===== src/rtl/rsa_modexp_seq.sv =====
// Sequencer for C = M^E mod P using left-to-right square-and-multiply in the
// Montgomery domain, driving one shared multiplier over a start/done handshake.
module rsa_modexp_seq #(
  parameter int WIDTH = 8
) (
  input  logic             clk,
  input  logic             rst,
  input  logic             ena,
  input  logic             start,
  input  logic             stop,
  input  logic [WIDTH-1:0] P,
  input  logic [WIDTH-1:0] E,
  input  logic [WIDTH-1:0] M,
  input  logic [WIDTH-1:0] Const,
  output logic             mm_start,
  output logic [WIDTH-1:0] mm_a,
  output logic [WIDTH-1:0] mm_b,
  input  logic             mm_done,
  input  logic [WIDTH-1:0] mm_result,
  output logic             busy,
  output logic             eoc,
  output logic [WIDTH-1:0] C
);

  localparam int IW = (WIDTH > 1) ? $clog2(WIDTH) : 1;
  localparam logic [WIDTH-1:0] ONE = WIDTH'(1);

  typedef enum logic [2:0] {
    S_IDLE  = 3'd0,
    S_PRE_M = 3'd1,
    S_PRE_A = 3'd2,
    S_SQR   = 3'd3,
    S_MUL   = 3'd4,
    S_POST  = 3'd5
  } state_e;

  state_e           state_q;
  logic             issue_q;
  logic             pend_q;
  logic [WIDTH-1:0] res_q;
  logic [WIDTH-1:0] mbar_q;
  logic [IW-1:0]    idx_q;
  logic [WIDTH-1:0] p_q;
  logic [WIDTH-1:0] e_q;
  logic [WIDTH-1:0] m_q;
  logic [WIDTH-1:0] const_q;
  logic [WIDTH-1:0] mm_a_q;
  logic [WIDTH-1:0] mm_b_q;
  logic             busy_q;
  logic             eoc_q;
  logic [WIDTH-1:0] c_q;

  logic             op_done;
  logic [WIDTH-1:0] op_res;
  logic             unused_p;

  // The modulus copy is held for the datapath's benefit; the sequencer itself never reads it.
  assign unused_p = ^p_q;

  assign mm_start = issue_q & ena;
  assign mm_a     = mm_a_q;
  assign mm_b     = mm_b_q;
  assign busy     = busy_q;
  assign eoc      = eoc_q;
  assign C        = c_q;

  // Completion seen in a WAIT phase, either live or parked while ena was low.
  always_comb begin
    op_done = 1'b0;
    op_res  = mm_result;
    if (state_q != S_IDLE && !issue_q) begin
      op_done = mm_done | pend_q;
      op_res  = pend_q ? res_q : mm_result;
    end else begin
      op_done = 1'b0;
      op_res  = mm_result;
    end
  end

  // Sequencer FSM; mm_a_q doubles as the accumulator A once PRE_A completes.
  always_ff @(posedge clk) begin
    if (rst) begin
      state_q <= S_IDLE;
      issue_q <= 1'b0;
      pend_q  <= 1'b0;
      res_q   <= '0;
      mbar_q  <= '0;
      idx_q   <= '0;
      p_q     <= '0;
      e_q     <= '0;
      m_q     <= '0;
      const_q <= '0;
      mm_a_q  <= '0;
      mm_b_q  <= '0;
      busy_q  <= 1'b0;
      eoc_q   <= 1'b0;
      c_q     <= '0;
    end else if (!ena) begin
      if (state_q != S_IDLE && !issue_q && mm_done && !pend_q) begin
        pend_q <= 1'b1;
        res_q  <= mm_result;
      end
    end else if (stop && busy_q) begin
      state_q <= S_IDLE;
      issue_q <= 1'b0;
      pend_q  <= 1'b0;
      busy_q  <= 1'b0;
      mm_a_q  <= '0;
      mm_b_q  <= '0;
    end else begin
      case (state_q)
        S_IDLE: begin
          if (start && !stop) begin
            p_q     <= P;
            e_q     <= E;
            m_q     <= M;
            const_q <= Const;
            busy_q  <= 1'b1;
            eoc_q   <= 1'b0;
            idx_q   <= IW'(WIDTH - 1);
            state_q <= S_PRE_M;
            issue_q <= 1'b1;
            mm_a_q  <= M;
            mm_b_q  <= Const;
          end
        end
        default: begin
          if (issue_q) begin
            issue_q <= 1'b0;
          end else if (op_done) begin
            pend_q  <= 1'b0;
            issue_q <= 1'b1;
            case (state_q)
              S_PRE_M: begin
                mbar_q  <= op_res;
                state_q <= S_PRE_A;
                mm_a_q  <= const_q;
                mm_b_q  <= ONE;
              end
              S_PRE_A: begin
                state_q <= S_SQR;
                mm_a_q  <= op_res;
                mm_b_q  <= op_res;
              end
              S_SQR: begin
                mm_a_q <= op_res;
                if (e_q[idx_q]) begin
                  state_q <= S_MUL;
                  mm_b_q  <= mbar_q;
                end else if (idx_q == '0) begin
                  state_q <= S_POST;
                  mm_b_q  <= ONE;
                end else begin
                  idx_q   <= idx_q - IW'(1);
                  state_q <= S_SQR;
                  mm_b_q  <= op_res;
                end
              end
              S_MUL: begin
                mm_a_q <= op_res;
                if (idx_q == '0) begin
                  state_q <= S_POST;
                  mm_b_q  <= ONE;
                end else begin
                  idx_q   <= idx_q - IW'(1);
                  state_q <= S_SQR;
                  mm_b_q  <= op_res;
                end
              end
              S_POST: begin
                c_q     <= op_res;
                eoc_q   <= 1'b1;
                busy_q  <= 1'b0;
                state_q <= S_IDLE;
                issue_q <= 1'b0;
                mm_a_q  <= '0;
                mm_b_q  <= '0;
              end
              default: begin
                state_q <= S_IDLE;
                issue_q <= 1'b0;
                busy_q  <= 1'b0;
                mm_a_q  <= '0;
                mm_b_q  <= '0;
              end
            endcase
          end else begin
            issue_q <= 1'b0;
          end
        end
      endcase
    end
  end

endmodule


===== config.mk =====
export PLATFORM = sky130hd
export DESIGN_NAME = rsa_modexp_seq
export DESIGN_NICKNAME = d
export VERILOG_FILES = /design/src/rtl/rsa_modexp_seq.sv
export SDC_FILE = /design/constraint.sdc
export NUM_CORES = 1
export LEC_CHECK = 0
export CAP_MARGIN = 10
export CORE_ASPECT_RATIO = 0.9
export CORE_MARGIN = 2
export CORE_UTILIZATION = 35
export CTS_CLUSTER_SIZE = 30
export DETAILED_ROUTE_END_ITERATION = 16
export DONT_BUFFER_PORTS = 1
export GPL_TIMING_DRIVEN = 0
export SLEW_MARGIN = 20
export SYNTH_ARGS = -nofsm -noshare
export SYNTH_HDL_FRONTEND = slang
export SYNTH_SLANG_ARGS = --single-unit

===== constraint.sdc =====
create_clock -name clk -period 5.55 [get_ports clk]
set_input_delay 0.8325 -clock clk [delete_from_list [all_inputs] [get_ports clk]]
set_output_delay 0.8325 -clock clk [all_outputs]
set_load 0.02 [all_outputs]

; ---- Word-level counts from Yosys, hierarchy flattened
; Index checks and enable logic that the tools add are counted.
[totals]
regBits = 66
input_bits = 46
output_inout_bits = 27
wordCells = 119
[op_classes]
add_sub_neg = 1
magnitude_cmp = 1
n_eq_ne = 14
n_mux = 56
bitwise = 6
n_reduce_logical = 28
[ops]
columns = op, count
row1 = two-way mux 8 bit, 14
row2 = two-way mux 3 bit, 13
row3 = case mux 8 bit (4 select lines), 1
row4 = two-way mux 1 bit, 24
row5 = AND reduction 6 bit, 3
row6 = case mux 8 bit (2 select lines), 1
row7 = case mux 3 bit (4 select lines), 1
row8 = AND reduction 4 bit, 3
row9 = "!= test 3 x 1 -> 1 bit, second input constant", 3
row10 = "!= test 3 bit, second input constant", 3
row11 = nonzero test 3 bit, 3
row12 = AND reduction 7 bit, 1
row13 = "equality test 3 x 2 -> 1 bit, second input constant", 2
row14 = "equality test 3 bit, second input constant", 2
row15 = logical NOT 3 bit, 2
row16 = case mux 3 bit (2 select lines), 1
row17 = nonzero test 2 bit, 3
row18 = logical AND 1 bit, 5
row19 = AND reduction 5 bit, 1
row20 = "less-than comparator 3 x 4 -> 1 bit, second input constant", 1
row21 = NOT 1 bit, 4
row22 = AND reduction 2 bit, 2
row23 = OR reduction 4 bit, 1
row24 = binary-select mux 1 bit (select 3 bit), 1
row25 = 9 further kinds, 11

; ---- Depth between registers and ports, before layout
[logic_depth]
depth_word = 10
ltp_mapped = 8
depth_no_buf = 7

; ---- Least setup slack after synthesis
; Ideal clock, no wire load.
[synth_path]
path_kind = input port to flip-flop
start = input stop
end = register mbar_q[4]
setup_ns = 0.070
arrival_time_ns = 2.249
t_required_ns = 5.480
setup_slack_ns = 3.230
cell_stages = 7
path_buffers = 2
cell_sequence = and2_1 or3_1 or3b_1 buf_2 buf_6 or2_0 a21oi_1
[synth_via]
elab_chain_cells = 3
[synth_lines]
columns = element, line_no
row1 = "start, declared", 10  ; input logic stop,
row2 = logical AND 1 bit, 103  ; end else if (stop && busy_q) begin
row3 = NOT 1 bit (no source line), --
row4 = AND reduction 6 bit (no source line), --
row5 = "end signal, assigned", 135  ; mbar_q <= op_res;
row6 = "end, declared", 41  ; logic [WIDTH-1:0] mbar_q;
; No other way between the ends.
; A chain may end at the register's enable or synchronous reset.

; ---- Worst setup path after layout
[layout_path]
start = register state_q[2]
end = register mm_b_q[6] (netlist: mm_b[6])
[layout_via]
elab_chain_cells = 10
word_cells_on_any_way = 20
cone_classes = eq/ne: 6 / mux: 9 / reduce/logical: 5
[layout_lines]
columns = element, line_no
row1 = "start, declared", 37  ; state_e state_q;
row2 = "start signal, assigned", 83  ; state_q <= S_IDLE;
row3 = "start signal, assigned", 104  ; state_q <= S_IDLE;
row4 = "start signal, assigned", 121  ; state_q <= S_PRE_M;
row5 = nonzero test 3 bit, 71  ; if (state_q != S_IDLE && !issue_q) begin
row6 = logical AND 1 bit, 71
row7 = two-way mux 8 bit, 71
row8 = two-way mux 8 bit, "150, 161"
row9 = two-way mux 8 bit, 147  ; if (e_q[idx_q]) begin
row10 = case mux 8 bit (4 select lines), 133  ; case (state_q)
row11 = two-way mux 8 bit, 130  ; end else if (op_done) begin
row12 = two-way mux 8 bit, 128  ; if (issue_q) begin
row13 = two-way mux 8 bit, 111  ; case (state_q)
row14 = two-way mux 8 bit, 103
row15 = "end signal, assigned", 124  ; mm_b_q <= Const;
row16 = "end signal, assigned", 143  ; mm_b_q <= op_res;
row17 = "end signal, assigned", 149  ; mm_b_q <= mbar_q;
row18 = "end, declared", 48  ; logic [WIDTH-1:0] mm_b_q;
; Several ways; a longest one is shown, not always the timed one. The select of a mux whose other input is x is not followed.

==> impl_metrics.tcl <==
set metrics [dict create \
    outcome "complete, no violations" \
    hp-class "register to register" \
    ys_seq_area_share_pct 40.2 \
    finalClockSkew_ns 0.0148 \
    setup_viol_count_final 0 \
    async_reset_ff_share_pct 0 \
    tns_ns 0 \
    pwr-share-seq_pct 49.2 \
    synth_mux_area_share_pct 7.80 \
    critPathMaxFanout 10 \
    clockPowerShare_pct 39.5 \
    diodes 0 \
    fmax_mhz 401 \
    syn_avg_cell_area_um2 8.50 \
    first_pass_iters 8 \
    syn_area_mm2 0.00329 \
    nets 446 \
    drtIter0Drc 340 \
    rsz0062_at_grt "false" \
    post-route-min-period_ns 2.49 \
    wl_mm 10.2 \
    clkTransAtPathRegs_ns 0.08 \
    start_util_pct 36.0 \
    cts-root-buf "clkbuf_8" \
    grt_pass1_wl_mm 15.9 \
    fp.dieH_um 96.0 \
    finalHoldViolCount 0 \
    cp.arrival_ns 2.79 \
    synth_compound_area_share_pct 25.6 \
    maxSlewHeadroom_pct 45.2 \
    track_usage_pct 20.7 \
    p_leak_nw 1.18 \
    fillers 938 \
    cts_tree "yes" \
    drive_gt1_share_pct 10.2 \
    rows 33 \
    synth_largest_area_cell "dfxtp_1" \
    slew_viol_final 0 \
    vias 3011 \
    post_cts_buffers 0 \
    critPathMaxStageDelay_ns 0.73 \
    antenna_found_initial 0 \
    routabilityCongestion 0.930 \
    grt_start_max_net_pins 12 \
    synth_top_family_by_area "compound AO/OA/AOI/OAI gates" \
    dp_hpwl_mm 7.31 \
    holdBufCountCts 0 \
    critPathRequiredTime_ns 5.84 \
    ys_ff_latch 66 \
    wl_per_cell_um 19.4 \
    synthXorXnorAreaFrac_pct 0 \
    synth_cell_type_count 58 \
    p_per_area_mw_per_mm2 283 \
    syn2layout_area_growth_pct 10.3 \
    syn-num-nets 435 \
    internal_power_mw 0.737 \
    synthCells 387 \
    crit_chain "nor3_2, nor4_1, nor2_1, clkbuf_1, a21o_1, o2bb2ai_1" \
    start_kind "register" \
    fin_area_mm2 0.00363 \
    synth_fa_ha_area_share_pct 0.761 \
    switchingPower_mw 0.289 \
    dieArea_mm2 0.0102 \
    fin_crit_sh_pct 44.9 \
    ant_nets 0 \
    grt_pass1_vias 2859 \
    path_class "register to register" \
    critical-path-slowest-cell "nor4_1" \
    drc 0 \
    synth_edf_count 0 \
    die_x_um 106 \
    ctsResizeCount 0 \
    ys_dominant_reg_cell "dfxtp_1" \
    clk-insertion-delay-late_ns 0.36 \
    ios 73 \
    swShare_pct 28.2 \
    end_kind "register" \
    vdd_drop_max_mv 0.138 \
    maxCapViolCount 0 \
    cts_sinks 66 \
    yosysTopAreaCellShare_pct 40.2 \
    grt_overflow 0 \
    io_buffers 0 \
    tightest_slew_ns 0.814 \
    cts_buffer_depth 2 \
    combPwrFrac_pct 11.4 \
    h-tree-depth 3 \
    synth-simple-area-share_pct 20.1 \
    dpl_cell_area_mm2 0.00344 \
    synthTopCellsByArea "dfxtp_1 40%, a21oi_1 7.0%, mux2i_1 6.1%" \
    vias_per_cell 5.74 \
    cts_buffers 9 \
    core-area_mm2 0.00913 \
    ys_warn_count 0 \
]
synth_stat cells (6+ instances only):
cell type	n
dfxtp_1	66
a21o_1	8
o2bb2ai_1	6
mux2i_1	20
a222oi_1	7
nand3_1	7
or2_0	7
a21oi_1	46
nand2_1	52
o22ai_1	6
inv_1	6
o21ai_0	10
nor2_1	31
buf_2	9
a211oi_1	9
clkbuf_1	14
nand2b_1	6
cells by family (layout without fill, tap and decap cells):
kind of cell	after synthesis	after routing
buffers and inverters	35	51
AND/OR/NAND/NOR	134	134
AO/OA/AOI/OAI	125	125
multiplexers	25	25
flip-flops	66	66
adder cells (fa/ha/maj)	2	2
power groups by stage:
stage	clock, mW	sequential, mW	combinational (mW)
6_report	0.405	0.505	0.116
2_1_floorplan	0	0.512	0.0861
3_3_place_gp	0	0.515	0.112
4_1_cts	0.410	0.505	0.115
5_1_grt	0.433	0.506	0.128
3_5_place_dp	0	0.516	0.114
final timing paths:
kind	slack, ns	from	depth (start not counted)	endpoint
worst max-delay path	3.06	state_q[2]	6	mm_b[6]
worst min-delay path	0.46	const_q[1]	2	const_q[1]
worst max register to register	3.06	state_q[2]	6	mm_b[6]
worst min register to register	0.46	const_q[1]	2	const_q[1]
per-stage QoR:
stage	hold WS, ns	worst slack [ns]	cells	util [%]	power [mW]
floorplan	0.432	3.23	387	-	0.598
global placement	0.441	2.88	509	37.7	0.628
detailed placement	0.446	2.94	509	37.7	0.630
CTS	0.457	3.20	525	39.8	1.03
global route	0.473	2.91	525	39.8	1.07
finish	0.458	3.06	525	39.8	1.03
layout by cell type (no fill, tap or decap), types with 3 or more instances in the layout:
master	Yosys	final
dfxtp_1	66	66
nand2_1	52	52
a21oi_1	46	46
nor2_1	31	31
mux2i_1	20	20
clkbuf_1	14	16
o21ai_0	10	10
buf_2	9	9
a211oi_1	9	9
clkbuf_8	0	9
a21o_1	8	8
or2_0	7	7
a222oi_1	7	7
nand3_1	7	7
inv_1	6	6
nand2b_1	6	6
o22ai_1	6	6
o2bb2ai_1	6	6
and2_1	5	5
buf_6	5	5
a22o_1	5	5
nor2b_1	4	4
nor3_1	4	4
a31oi_1	4	4
nor3_2	3	3
or3_1	3	3
o21ai_1	3	3
mux2_2	3	3
o31ai_1	3	3
layer usage:
metal	global-route usage, %	share of wire [%]	up-vias
met5	0	0	-
met4	6.69	1.1	0
met3	6.64	10	11
met2	29.4	41	143
met1	29.4	48	1424
li1	-	-	1433
registers in the layout (all words and copies together), names as in the netlist:
| name | cells |
|---|---|
| e_q | 8 |
| eoc | 1 |
| idx_q | 3 |
| C | 8 |
| mm_a | 8 |
| mbar_q | 8 |
| busy | 1 |
| res_q | 8 |
| pend_q | 1 |
| state_q | 3 |
| issue_q | 1 |
| const_q | 8 |
| mm_b | 8 |
critical path: cells and delay by family (launching register included):
family	cells	cell delay, ns
and+or+nand+nor	3	1.21
DFF	1	0.49
AOI/OAI and AO/OA	2	0.37
buffers and inverters	1	0.34
layout make-up:
cell class | instances | area [µm²] | area share [%]
Clock buffer | 11 | 131 | 3.62
Sequential cell | 66 | 1320 | 36.4
Clock inverter | 5 | 55.1 | 1.52
Inverter | 6 | 22.5 | 0.621
Multi-Input combinational cell | 286 | 1790 | 49.3
Tap cell | 122 | 153 | 4.21
Buffer | 29 | 158 | 4.35
Power figures use the tool's default switching activity.
